### config.mk
export PLATFORM = sky130hd
export DESIGN_NAME = bus_arbiter
export DESIGN_NICKNAME = d
export VERILOG_FILES = /design/src/rtl/bus_arbiter.sv
export SDC_FILE = /design/constraint.sdc
export NUM_CORES = 1
export LEC_CHECK = 0
export CAP_MARGIN = 20
export CORE_AREA = 2 2 117 119
export CTS_BUF_LIST = sky130_fd_sc_hd__clkbuf_2
export DETAILED_ROUTE_END_ITERATION = 16
export DIE_AREA = 0 0 119 121
export GPL_ROUTABILITY_DRIVEN = 0
export MAX_ROUTING_LAYER = met4
export SYNTH_ARGS = -nofsm -noshare
export SYNTH_HDL_FRONTEND = slang
export SYNTH_SLANG_ARGS = --single-unit
export TNS_END_PERCENT = 10
### constraint.sdc
create_clock -name clk -period 1.3 [get_ports clk]
set_input_delay 0.13 -clock clk [delete_from_list [all_inputs] [get_ports clk]]
set_output_delay 0.13 -clock clk [all_outputs]
set_load 0.05 [all_outputs]
### src/rtl/bus_arbiter.sv
// bus_arbiter: shares the processor-side bus between the CPU M-stage and
// the DMA engine. The CPU owns the bus by default. The DMA engine is forced
// onto the bus after a bounded wait, and its tenure is capped at MAX_BURST
// beats, after which the CPU gets at least one guaranteed cycle.
// Ownership comes from registered state only. Every output is derived
// combinationally from that state and the current inputs.

module bus_arbiter #(
    parameter int unsigned STARVE_LIMIT = 32'd8,
    parameter int unsigned MAX_BURST    = 32'd16
) (
    input  logic        clk,
    input  logic        reset,
    input  logic        cpu_req,
    input  logic        cpu_we,
    input  logic [31:0] cpu_addr,
    input  logic [31:0] cpu_wd,
    output logic [31:0] cpu_rd,
    output logic        cpu_stall,
    input  logic        dma_req,
    input  logic        dma_we,
    input  logic        dma_last,
    input  logic [31:0] dma_addr,
    input  logic [31:0] dma_wd,
    output logic        dma_gnt,
    output logic [31:0] dma_rd,
    output logic        dma_err,
    output logic [31:0] PrAddr,
    output logic [31:0] PrWD,
    output logic        PrWE,
    input  logic [31:0] PrRD
);

    // The starvation counter only needs to reach STARVE_LIMIT-1, because
    // the hand-over happens at that value. The beat counter must hold a
    // full MAX_BURST.
    localparam int unsigned SW = (STARVE_LIMIT > 32'd1) ? $clog2(STARVE_LIMIT) : 32'd1;
    localparam int unsigned BW = $clog2(MAX_BURST + 32'd1);

    localparam logic [SW-1:0] STARVE_LAST = SW'(STARVE_LIMIT - 32'd1);
    localparam logic [BW-1:0] BURST_LAST  = BW'(MAX_BURST - 32'd1);

    typedef enum logic [1:0] {
        S_CPU   = 2'd0,
        S_DMA   = 2'd1,
        S_YIELD = 2'd2
    } state_t;

    state_t          state_r;
    logic [SW-1:0]   starve_cnt_r;
    logic [BW-1:0]   beat_cnt_r;

    logic            dma_owns_s;
    logic            cpu_mapped_s;
    logic            dma_mapped_s;

    // System map: DM, DEV0 and DEV1 windows; everything else is unmapped.
    function automatic logic addr_mapped(input logic [31:0] a);
        logic hit;
        hit = 1'b0;
        if (a <= 32'h0000_2FFF) begin
            hit = 1'b1;
        end else if ((a >= 32'h0000_7F00) && (a <= 32'h0000_7F0B)) begin
            hit = 1'b1;
        end else if ((a >= 32'h0000_7F10) && (a <= 32'h0000_7F1B)) begin
            hit = 1'b1;
        end else begin
            hit = 1'b0;
        end
        return hit;
    endfunction

    // Ownership FSM with the starvation and burst-length counters.
    always_ff @(posedge clk or posedge reset) begin
        if (reset) begin
            state_r      <= S_CPU;
            starve_cnt_r <= '0;
            beat_cnt_r   <= '0;
        end else begin
            case (state_r)
                S_CPU: begin
                    beat_cnt_r <= '0;
                    if (dma_req == 1'b0) begin
                        starve_cnt_r <= '0;
                        state_r      <= S_CPU;
                    end else if ((cpu_req == 1'b0) || (starve_cnt_r == STARVE_LAST)) begin
                        starve_cnt_r <= '0;
                        state_r      <= S_DMA;
                    end else begin
                        starve_cnt_r <= starve_cnt_r + SW'(1);
                        state_r      <= S_CPU;
                    end
                end
                S_DMA: begin
                    starve_cnt_r <= '0;
                    if (dma_req == 1'b0) begin
                        state_r <= S_CPU;
                    end else begin
                        beat_cnt_r <= beat_cnt_r + BW'(1);
                        // A last beat ends the tenure even if it also hits the cap.
                        if (dma_last == 1'b1) begin
                            state_r <= S_CPU;
                        end else if (beat_cnt_r == BURST_LAST) begin
                            state_r <= S_YIELD;
                        end else begin
                            state_r <= S_DMA;
                        end
                    end
                end
                S_YIELD: begin
                    starve_cnt_r <= '0;
                    beat_cnt_r   <= '0;
                    state_r      <= S_CPU;
                end
                default: begin
                    starve_cnt_r <= '0;
                    beat_cnt_r   <= '0;
                    state_r      <= S_CPU;
                end
            endcase
        end
    end

    // Bus steering and handshakes. The reset gating keeps grant and write
    // enable low for the whole time reset is high.
    always_comb begin
        dma_owns_s   = (state_r == S_DMA);
        cpu_mapped_s = addr_mapped(cpu_addr);
        dma_mapped_s = addr_mapped(dma_addr);

        PrAddr    = 32'h0000_0000;
        PrWD      = 32'h0000_0000;
        PrWE      = 1'b0;
        cpu_rd    = 32'h0000_0000;
        dma_rd    = 32'h0000_0000;
        cpu_stall = 1'b0;
        dma_gnt   = 1'b0;
        dma_err   = 1'b0;

        if (dma_owns_s) begin
            PrAddr = dma_addr;
            PrWD   = dma_wd;
            dma_rd = PrRD;
        end else begin
            PrAddr = cpu_addr;
            PrWD   = cpu_wd;
            cpu_rd = PrRD;
        end

        if (reset) begin
            PrWE      = 1'b0;
            cpu_stall = 1'b0;
            dma_gnt   = 1'b0;
            dma_err   = 1'b0;
        end else if (dma_owns_s) begin
            PrWE      = dma_req & dma_we & dma_mapped_s;
            cpu_stall = cpu_req;
            dma_gnt   = dma_req;
            dma_err   = dma_req & ~dma_mapped_s;
        end else begin
            PrWE      = cpu_req & cpu_we & cpu_mapped_s;
            cpu_stall = 1'b0;
            dma_gnt   = 1'b0;
            dma_err   = 1'b0;
        end
    end

endmodule

==> results.txt <==
Status -> complete, but fails checks
Failing checks -> negative setup slack
Via count -> 3683
DIE WIDTH -> 119 um
First-pass GRT wire length -> 21100 um
Largest net degree at the start of global routing -> 54
Crit Path Max Fanout -> 2
Flops & latches, synth -> 10
WL/cell -> 17.3 um
Max clock buf depth -> 2
Slack of the critical path -> -408 ps
Distinct cells, synth -> 31
Synth Warn # -> 0
# IOs -> 299
Async S/R FF share, synth -> 1.00
Final setup fails -> 133
Fmax -> 0.586 GHz
Area grow syn2layout -> 288%
Gr ovfl total -> 0
Setup TNS -> -42840 ps
Final period utilization -> 1.31
Rows -> 42
Pwr dens -> 613 nW/um2
Peak VDD IR -> 0.000376 V
Multi-input logic area -> 2050 um2
Vias in the first global route -> 3742
Buffers on Ports -> 298
Die Area -> 14400 um2
Wl on met1 -> 5480 um
N_diodes -> 0
Root Driver -> clkbuf_2
Most used DFF post-synth -> dfrtp_1
# nets final -> 858
H-tree levels -> 1
WP data arrival -> 1580 ps
Final Hold Fails -> 0
Layout cells sized above 1 -> 0.474
HP Class -> primary input to async pin
Startpoint Class -> primary input
Post-Synthesis Cells -> 352
Post-synth EDFFs -> 0
Initial drt markers -> 188
Area leader, netlist -> nand2_1
DRT Wirelength -> 14900 um
Sequential share of the synthesized area -> 0.131
Final Slew Violations -> 0
Area contributors post-synth -> nand2_1, and2_1, dfrtp_1, clkbuf_1, ha_1
Top Layer Used -> met4
Initial Utilization -> 0.146
Number of CTS-inserted buffers -> 3
Core area -> 13100 um2
First-pass DRT Iterations -> 4
Final Skew -> 4.29 ps
Average size of a mapped cell -> 5.42 um2
Post-synth top area share -> 0.382
CTS tree -> yes
Least-Margin Pin Slew -> 285 ps
Clk Latency, worst-skew pair -> 240 ps
Clk pin slew, worst setup/hold paths -> 90 ps
Syn nets -> 523
WL met2 -> 8230 um
Max Cap Viol -> 0
Vias per cell -> 4.28
Die Span Y -> 121 um
Fin util -> 0.565
Lkg Pwr -> 0.00337 uW
DRC Markers -> 0
Tmin final -> 1710 ps
Critical Path End Type -> output port
Initial antenna violation count -> 0
Worst slew margin -> 0.810
Filler cells -> 1159
Hold Slack -> 111 ps
Mapped cell area -> 1910 um2
Met3 routed WL -> 922 um
Overall routing resource usage -> 0.191
Critical setup path kind -> primary input to output port
RSZ-0062 raised after global routing -> true
Register area -> 250 um2
TritonCTS Sinks -> 10
# hold bufs at CTS -> 0
DPL Wire Length -> 11700 um
Routed Antenna Nets -> 0
Critical Path RT -> 1170 ps
[report_power, final]
group | leakage [uW] | internal (uW) | switching, uW
sequential | 0.000137 | 319 | 5.97
combinational | 0.00323 | 2030 | 2030
clock | 0.0000125 | 63.0 | 93.2
total | 0.00337 | 2410 | 2130
[Yosys cell counts (2+ instances only)]
master / n
nand2_1: 194
and2_1: 66
clkbuf_1: 18
dfrtp_1: 10
nor2_1: 8
nor4_1: 6
buf_2: 5
ha_1: 4
nor3_1: 4
inv_1: 3
nand2b_1: 3
nand4_1: 3
nor4b_1: 3
a211oi_1: 2
and3_1: 2
mux2i_1: 2
nand3_1: 2
nor2b_1: 2
o21ai_0: 2
xor2_1: 2
[kinds of logic (layout without fill, tap and decap cells)]
logic type,count (synthesis),after routing,share of synthesized area
XOR/XNOR,3,3,0.0138
multiplexers,2,2,0.0105
AND/OR/NAND/NOR,296,296,0.716
flip-flops,10,10,0.131
AO/OA/AOI/OAI,11,11,0.0479
adder cells (fa/ha/maj),4,4,0.0262
buffers and inverters,26,359,0.0544
[layout by cell type (no fill, tap or decap), drive strengths merged, types with 3 or more instances in the layout]
cell type	instances
and2	66
nor4	6
clkbuf	7
buf	183
dfrtp	10
inv	3
dlygate4sd2	33
nor4b	3
nand2b	3
nor2	8
nand2	194
nand4	3
ha	4
nor3	4
clkdlybuf4s50	131
a211oi	3
[critical path: stages]
cell	delay [ps]
clkdlybuf4s50_1	440
nor4_2	300
nand4_1	140
a211oi_2	230
a32o_2	190
buf_12	140
[timing repair]
action / CTS / global route
pin swaps: 24 / 19
setup endpoints to repair: 136 / 137
gates cloned: 2 / 4
resized for setup: 119 / 49
setup buffers: 5 / 5
[flip-flops by register name (all words and copies together) (netlist names)]
register / count
beat_cnt_r: 5
starve_cnt_r: 3
state_r: 2
[metal layers]
layer | vias to the layer above | track usage
met1 | 1735 | 0.204
met4 | 0 | 0.0372
met3 | 16 | 0.0404
met5 | - | -
li1 | 1777 | -
met2 | 155 | 0.365
[layout make-up]
cell class,count,share of cell area
Clock buffer,3,0.00203
Sequential cell,10,0.0338
Multi-Input combinational cell,316,0.277
Tap cell,176,0.0298
Timing Repair Buffer,353,0.656
Inverter,3,0.00152
[path summary, 6_finish.rpt]
| kind | start | to | slack [ps] | cells after the start |
|---|---|---|---|---|
| min in group clk | starve_cnt_r[0]$_DFF_PP0_ | starve_cnt_r[0]$_DFF_PP0_ | 450 | 1 |
| min reg2reg | starve_cnt_r[0]$_DFF_PP0_ | starve_cnt_r[0]$_DFF_PP0_ | 450 | 1 |
| max reg2reg | beat_cnt_r[0]$_DFFE_PP0P_ | beat_cnt_r[4]$_DFFE_PP0P_ | 0 | 4 |
| min | reset | state_r[1]$_DFF_PP0_ | 110 | 3 |
| max in group asynchronous | reset | starve_cnt_r[0]$_DFF_PP0_ | 1050 | 3 |
| max | cpu_addr[20] | PrWE | -410 | 6 |
[stage by stage]
step	std cells	area, um2	total power (uW)	setup WS, ps
4_1_cts	852	7110	4410	-388
6_report	861	7400	4530	-408
3_3_place_gp	843	6790	4080	-708
3_5_place_dp	843	6790	4120	-738
2_1_floorplan	352	2050	1920	-360
5_1_grt	861	7400	4710	-494
No activity file was read; power rests on OpenSTA's default activity.
